[config.mk]
export PLATFORM = sky130hd
export DESIGN_NAME = pkt_channel_arbiter
export DESIGN_NICKNAME = d
export VERILOG_FILES = /design/src/rtl/pkt_channel_arbiter.sv
export SDC_FILE = /design/constraint.sdc
export NUM_CORES = 1
export LEC_CHECK = 0
export ABC_AREA = 1
export CELL_PAD_IN_SITES_DETAIL_PLACEMENT = 2
export CELL_PAD_IN_SITES_GLOBAL_PLACEMENT = 2
export CORE_MARGIN = 3
export CORE_UTILIZATION = 27
export DETAILED_ROUTE_END_ITERATION = 6
export PLACE_DENSITY = 0.9
export SLEW_MARGIN = 15
export SYNTH_ARGS = -nofsm -noshare
export SYNTH_HDL_FRONTEND = slang
export SYNTH_SLANG_ARGS = --single-unit
[constraint.sdc]
create_clock -name clock -period 2.3 [get_ports clock]
set_input_delay 0.23 -clock clock [delete_from_list [all_inputs] [get_ports clock]]
set_output_delay 0.23 -clock clock [all_outputs]
set_load 0.03 [all_outputs]
[src/rtl/pkt_channel_arbiter.sv]
// Round-robin, packet-locked arbiter for a head/tail/valid framed channel.
// A beat-count watchdog forces the grant to be released if a tail never arrives.
module pkt_channel_arbiter #(
  parameter int NREQ        = 4,
  parameter int IDW         = 2,
  parameter int MAX_PKT_LEN = 16,
  parameter int CNTW        = 5
) (
  input  logic            clock,
  input  logic            reset,
  input  logic [NREQ-1:0] req_valid,
  input  logic [NREQ-1:0] req_head,
  input  logic [NREQ-1:0] req_tail,
  output logic [NREQ-1:0] req_ready,
  output logic            out_valid,
  output logic            out_head,
  output logic            out_tail,
  input  logic            out_ready,
  output logic [NREQ-1:0] grant,
  output logic [IDW-1:0]  grant_id,
  output logic [1:0]      state,
  output logic            abort
);

  typedef enum logic [1:0] {
    IDLE = 2'b00,
    HEAD = 2'b01,
    DATA = 2'b10,
    TAIL = 2'b11
  } state_t;

  state_t          cur_state, nxt_state;
  logic [NREQ-1:0] grant_nxt;
  logic [IDW-1:0]  grant_id_nxt;
  logic [IDW-1:0]  ptr, ptr_nxt;
  logic [IDW-1:0]  pick;
  logic [IDW:0]    slot;
  logic [CNTW-1:0] beat_cnt, beat_cnt_nxt;
  logic            abort_nxt;
  logic            found;
  logic            active;
  logic            xfer;

  assign state  = cur_state;
  assign active = (cur_state == HEAD) || (cur_state == DATA);
  assign xfer   = out_valid & out_ready;

  always_comb begin
    out_valid = 1'b0;
    out_head  = 1'b0;
    out_tail  = 1'b0;
    req_ready = '0;
    if (active) begin
      out_valid           = req_valid[grant_id];
      out_head            = req_head[grant_id];
      out_tail            = req_tail[grant_id];
      req_ready[grant_id] = out_ready;
    end
  end

  // Search upward from the slot after the previous owner, wrapping at NREQ.
  always_comb begin
    found = 1'b0;
    pick  = '0;
    slot  = '0;
    for (int k = 1; k <= NREQ; k++) begin
      slot = {1'b0, ptr} + (IDW+1)'(k);
      if (slot >= (IDW+1)'(NREQ)) slot = slot - (IDW+1)'(NREQ);
      if (!found && req_valid[slot[IDW-1:0]] && req_head[slot[IDW-1:0]]) begin
        found = 1'b1;
        pick  = slot[IDW-1:0];
      end
    end
  end

  always_comb begin
    nxt_state    = cur_state;
    grant_nxt    = grant;
    grant_id_nxt = grant_id;
    ptr_nxt      = ptr;
    beat_cnt_nxt = beat_cnt;
    abort_nxt    = 1'b0;
    case (cur_state)
      IDLE: begin
        if (found) begin
          nxt_state    = HEAD;
          grant_nxt    = NREQ'(1) << pick;
          grant_id_nxt = pick;
          beat_cnt_nxt = '0;
        end
      end
      HEAD: begin
        if (xfer) begin
          beat_cnt_nxt = beat_cnt + CNTW'(1);
          nxt_state    = out_tail ? TAIL : DATA;
        end
      end
      DATA: begin
        if (xfer) begin
          beat_cnt_nxt = beat_cnt + CNTW'(1);
          if (out_tail) begin
            nxt_state = TAIL;
          end else if (beat_cnt_nxt == CNTW'(MAX_PKT_LEN)) begin
            nxt_state = TAIL;
            abort_nxt = 1'b1;
          end
        end
      end
      TAIL: begin
        // grant_id is kept so software can still see who owned the last packet.
        ptr_nxt   = grant_id;
        grant_nxt = '0;
        nxt_state = IDLE;
      end
      default: nxt_state = IDLE;
    endcase
  end

  always_ff @(posedge clock) begin
    if (reset) begin
      cur_state <= IDLE;
      grant     <= '0;
      grant_id  <= '0;
      ptr       <= IDW'(NREQ-1);
      beat_cnt  <= '0;
      abort     <= 1'b0;
    end else begin
      cur_state <= nxt_state;
      grant     <= grant_nxt;
      grant_id  <= grant_id_nxt;
      ptr       <= ptr_nxt;
      beat_cnt  <= beat_cnt_nxt;
      abort     <= abort_nxt;
    end
  end

endmodule

==> summary.txt, run 1 <==
Outcome
  – Status: complete, no violations

Clocking
  – CTS sink cnt: 16
  – CTS H-Tree Depth: 1
  – CTS max path bufs: 2
  – CTS root buffer: clkbuf_8
  – Reg clk slew, reported paths: 0.07 ns
  – CTS tree: built
  – Clk_lat worst skew: 0.25 ns
  – Cts hold-fix bufs: 0
  – Post-CTS Setup Bufs: 0
  – Num CTS Buffers: 3

Placed design
  – GPL Wtd Cong: 0.743
  – Post-Place Cells: 291
  – Post-DP HPWL: 3540 um
  – Buffers on Ports: 30

Setup path
  – Slowest stage delay, CP: 0.43 ns
  – Element type at the critical path start: register
  – Critical-path cell list: inv_1 -> ha_1 -> nand2_1 -> nor3_1 -> dlygate4sd2_1
  – R2R depth: 9
  – FF-to-FF setup slack: 0.42 ns
  – Crit end category: output pin
  – R2R Path Start: state[0]$_SDFFE_PP0P_
  – CP arrival: 1.90 ns
  – Reg-to-reg endpoint: state[1]$_SDFFE_PP0P_
  – Critical Path Fanout Max: 5
  – Crit path kind: register to output pin
  – Crit path max-delay cell type: dlygate4sd2_1
  – Critical Path RT: 2.07 ns

Detailed routing
  – Via/cell ratio: 4.72
  – Routed via count: 1392
  – DR WL/cell: 15.3 um
  – DRT iter0 DRCs: 49
  – Number of remaining DRC errors: 0
  – Total wire length: 4510 um
  – Met2 routed WL: 2280 um
  – DR WL met3: 156 um
  – Antenna-violating nets left: 0
  – Uppermost layer routed: met4
  – M1 wire length: 2020 um
  – Pre-antenna DRT Iters: 4

Min path
  – Cell count of the worst hold path: 2
  – Hold EP: grant[2]$_SDFFE_PP0P_
  – Hold Path Origin: grant[2]$_SDFFE_PP0P_
  – Worst hold path class: register to register

GRT
  – Initial antenna violation count: 0
  – First-pass GRT wire length: 7850 um
  – Number of global-route vias before repair: 1617
  – Grt ovf: 0
  – Tot GR Track Use: 0.163
  – Largest net degree at the start of global routing: 12

Yosys
  – Post-synth EDFFs: 0
  – Yosys Warn Count: 0
  – Yosys cell types: 33
  – Syn Nets: 216
  – Register area share after synthesis: 0.236
  – Seq cells post-synth: 16
  – Ys flop type: dfxtp_1
  – Syn_area_per_cell: 6.95 sq um
  – Syn Inst Count: 195
  – Netlist Area Pre-Place: 0.00136 sq mm
  – Synth async-reset ratio: 0

Die
  – Core box area: 0.00479 sq mm
  – Row count: 25
  – Area of the die: 0.00590 sq mm
  – Boundary Pins: 31
  – Die Span X: 76.8 um
  – DIE HEIGHT: 76.8 um
  – Initial Util: 0.283

Cells and area
  – Share of layout cells above drive strength 1: 0.211
  – Register area: 323 sq um
  – P&R area growth vs syn: 32.0%
  – Fin nets: 250
  – Fillers: 563
  – Area of the multi-input gates: 897 sq um
  – Antenna Cells: 0
  – Final std cells w/o fill: 295

STA
  – Max-slew violation count: 0
  – Final hold vios: 0
  – Unrepaired setup endpoints after global routing: false
  – Setup_tns: 0 ns
  – Period utilization: 0.928
  – Least-Margin Pin Slew: 0.464 ns
  – Setup-failing EPs final: 0
  – Clock Skews: 0.00140 ns
  – Rel. slew slack: 0.690
  – Fmax: 469 MHz
  – Minimum clock period: 2.13 ns

Run
  – Max Cap Viol: 0

Power
  – Pwr dens: 1130 mW/mm^2
  – Peak supply drop: 0.465 mV
  – Standby leakage power: 0.833 nW
-- cell type report --
cell class	instances	share of cell area
clock buffers	4	0.0308
inverters	23	0.0524
multi-input cells	150	0.501
flip-flops and latches	16	0.180
well taps	67	0.0469
repair buffers	35	0.188
-- cell usage in the layout, fill, tap and decap left out, types with 6 or more instances in the layout --
master	instances
nand2_1	42
clkdlybuf4s50_1	23
nor2_1	21
inv_1	16
nand3_1	14
dfxtp_1	14
a21oi_1	9
nand2_2	7
o21ai_0	7
inv_2	6
ha_1	6
-- power by group --
| part | switching, mW | internal, mW | total [mW] |
|---|---|---|---|
| clock network | 0.108 | 0.152 | 0.260 |
| registers | 0.0881 | 0.349 | 0.437 |
| logic | 0.861 | 0.464 | 1.32 |
| total | 1.06 | 0.965 | 2.02 |
-- cell usage after synthesis (4+ instances only) --
cell type / instances / area, sq um
inv_1: 16 / 60.1
nand2_1: 42 / 158
o21ai_0: 7 / 35.0
a21oi_1: 9 / 45.0
ha_1: 6 / 75.1
nand4_1: 5 / 31.3
inv_2: 6 / 22.5
nand2_2: 7 / 43.8
nor2_2: 4 / 25.0
dfxtp_1: 16 / 320
nor2_1: 21 / 78.8
nand3_1: 14 / 70.1
nand2_4: 5 / 56.3
-- per-layer routing --
metal,track usage,vias to the layer above
li1,-,695
met1,0.187,667
met2,0.301,26
met3,0.0399,4
met4,0.0362,0
met5,0,-
-- metrics by stage --
| step | power, mW | utilization | hold slack (ns) | instance area [sq um] | setup WS [ns] |
|---|---|---|---|---|---|
| final | 2.02 | 0.374 | 0.477 | 1790 | 0.166 |
| after global routing | 2.20 | 0.374 | 0.504 | 1790 | 0.0354 |
| after CTS | 2.05 | 0.373 | 0.477 | 1780 | 0.0381 |
| after detailed placement | 1.76 | 0.362 | 0.464 | 1730 | 0.207 |
| after global placement | 1.70 | 0.362 | 0.462 | 1730 | 0.259 |
| after floorplan | 1.34 | - | 0.434 | 1360 | 0.125 |
-- kinds of logic after synthesis --
logic type | count (synthesis) | share of synthesized area
xor gates and xnor gates | 5 | 0.0379
and+or+nand+nor | 111 | 0.444
buffers and inverters | 29 | 0.102
DFF | 16 | 0.236
adders and majority gates | 6 | 0.0554
AOI/OAI and AO/OA | 28 | 0.125
-- worst max path at each step --
stage,from,endpoint,slack [ns],depth (start not counted)
after floorplan,state[0]$_SDFFE_PP0P_,req_ready[0],0.13,5
after global placement,grant_id[1]$_SDFFE_PP0P_,out_tail,0.26,7
after detailed placement,grant_id[1]$_SDFFE_PP0P_,out_tail,0.21,7
after CTS,state[0]$_SDFFE_PP0P_,out_valid,0.04,5
after global routing,state[0]$_SDFFE_PP0P_,req_ready[2],0.04,5
final,state[0]$_SDFFE_PP0P_,req_ready[2],0.17,5
-- sequential cells by signal (all words and copies together) (netlist names) --
| signal | flops |
|---|---|
| grant | 4 |
| abort | 1 |
| state | 2 |
| ptr | 2 |
| beat_cnt | 5 |
| grant_id | 2 |
-- what timing repair did --
item,4_1_cts,5_1_grt
endpoints found under the hold margin,0,0
resized for setup,7,2
endpoints found under the setup margin,6,2
-- worst max-delay path, delay by kind of cell (launching register included) --
| kind | cells | cell delay (ns) |
|---|---|---|
| fa+ha+maj | 1 | 0.41 |
| buf+inv | 2 | 0.52 |
| flops | 1 | 0.33 |
| simple gates | 2 | 0.37 |
No activity file was read; power rests on OpenSTA's default activity.
==> run 2, diff against run 1 <==
--- a/config.mk
+++ b/config.mk
@@ -6,6 +6,7 @@
 export NUM_CORES = 1
 export LEC_CHECK = 0
 export ABC_AREA = 1
+export ABC_CLOCK_PERIOD_IN_PS = 2300
 export CELL_PAD_IN_SITES_DETAIL_PLACEMENT = 2
 export CELL_PAD_IN_SITES_GLOBAL_PLACEMENT = 2
 export CORE_MARGIN = 3
==> results of run 2 <==
Same layout as run 1: the final DEF is identical, and so are final timing and power.
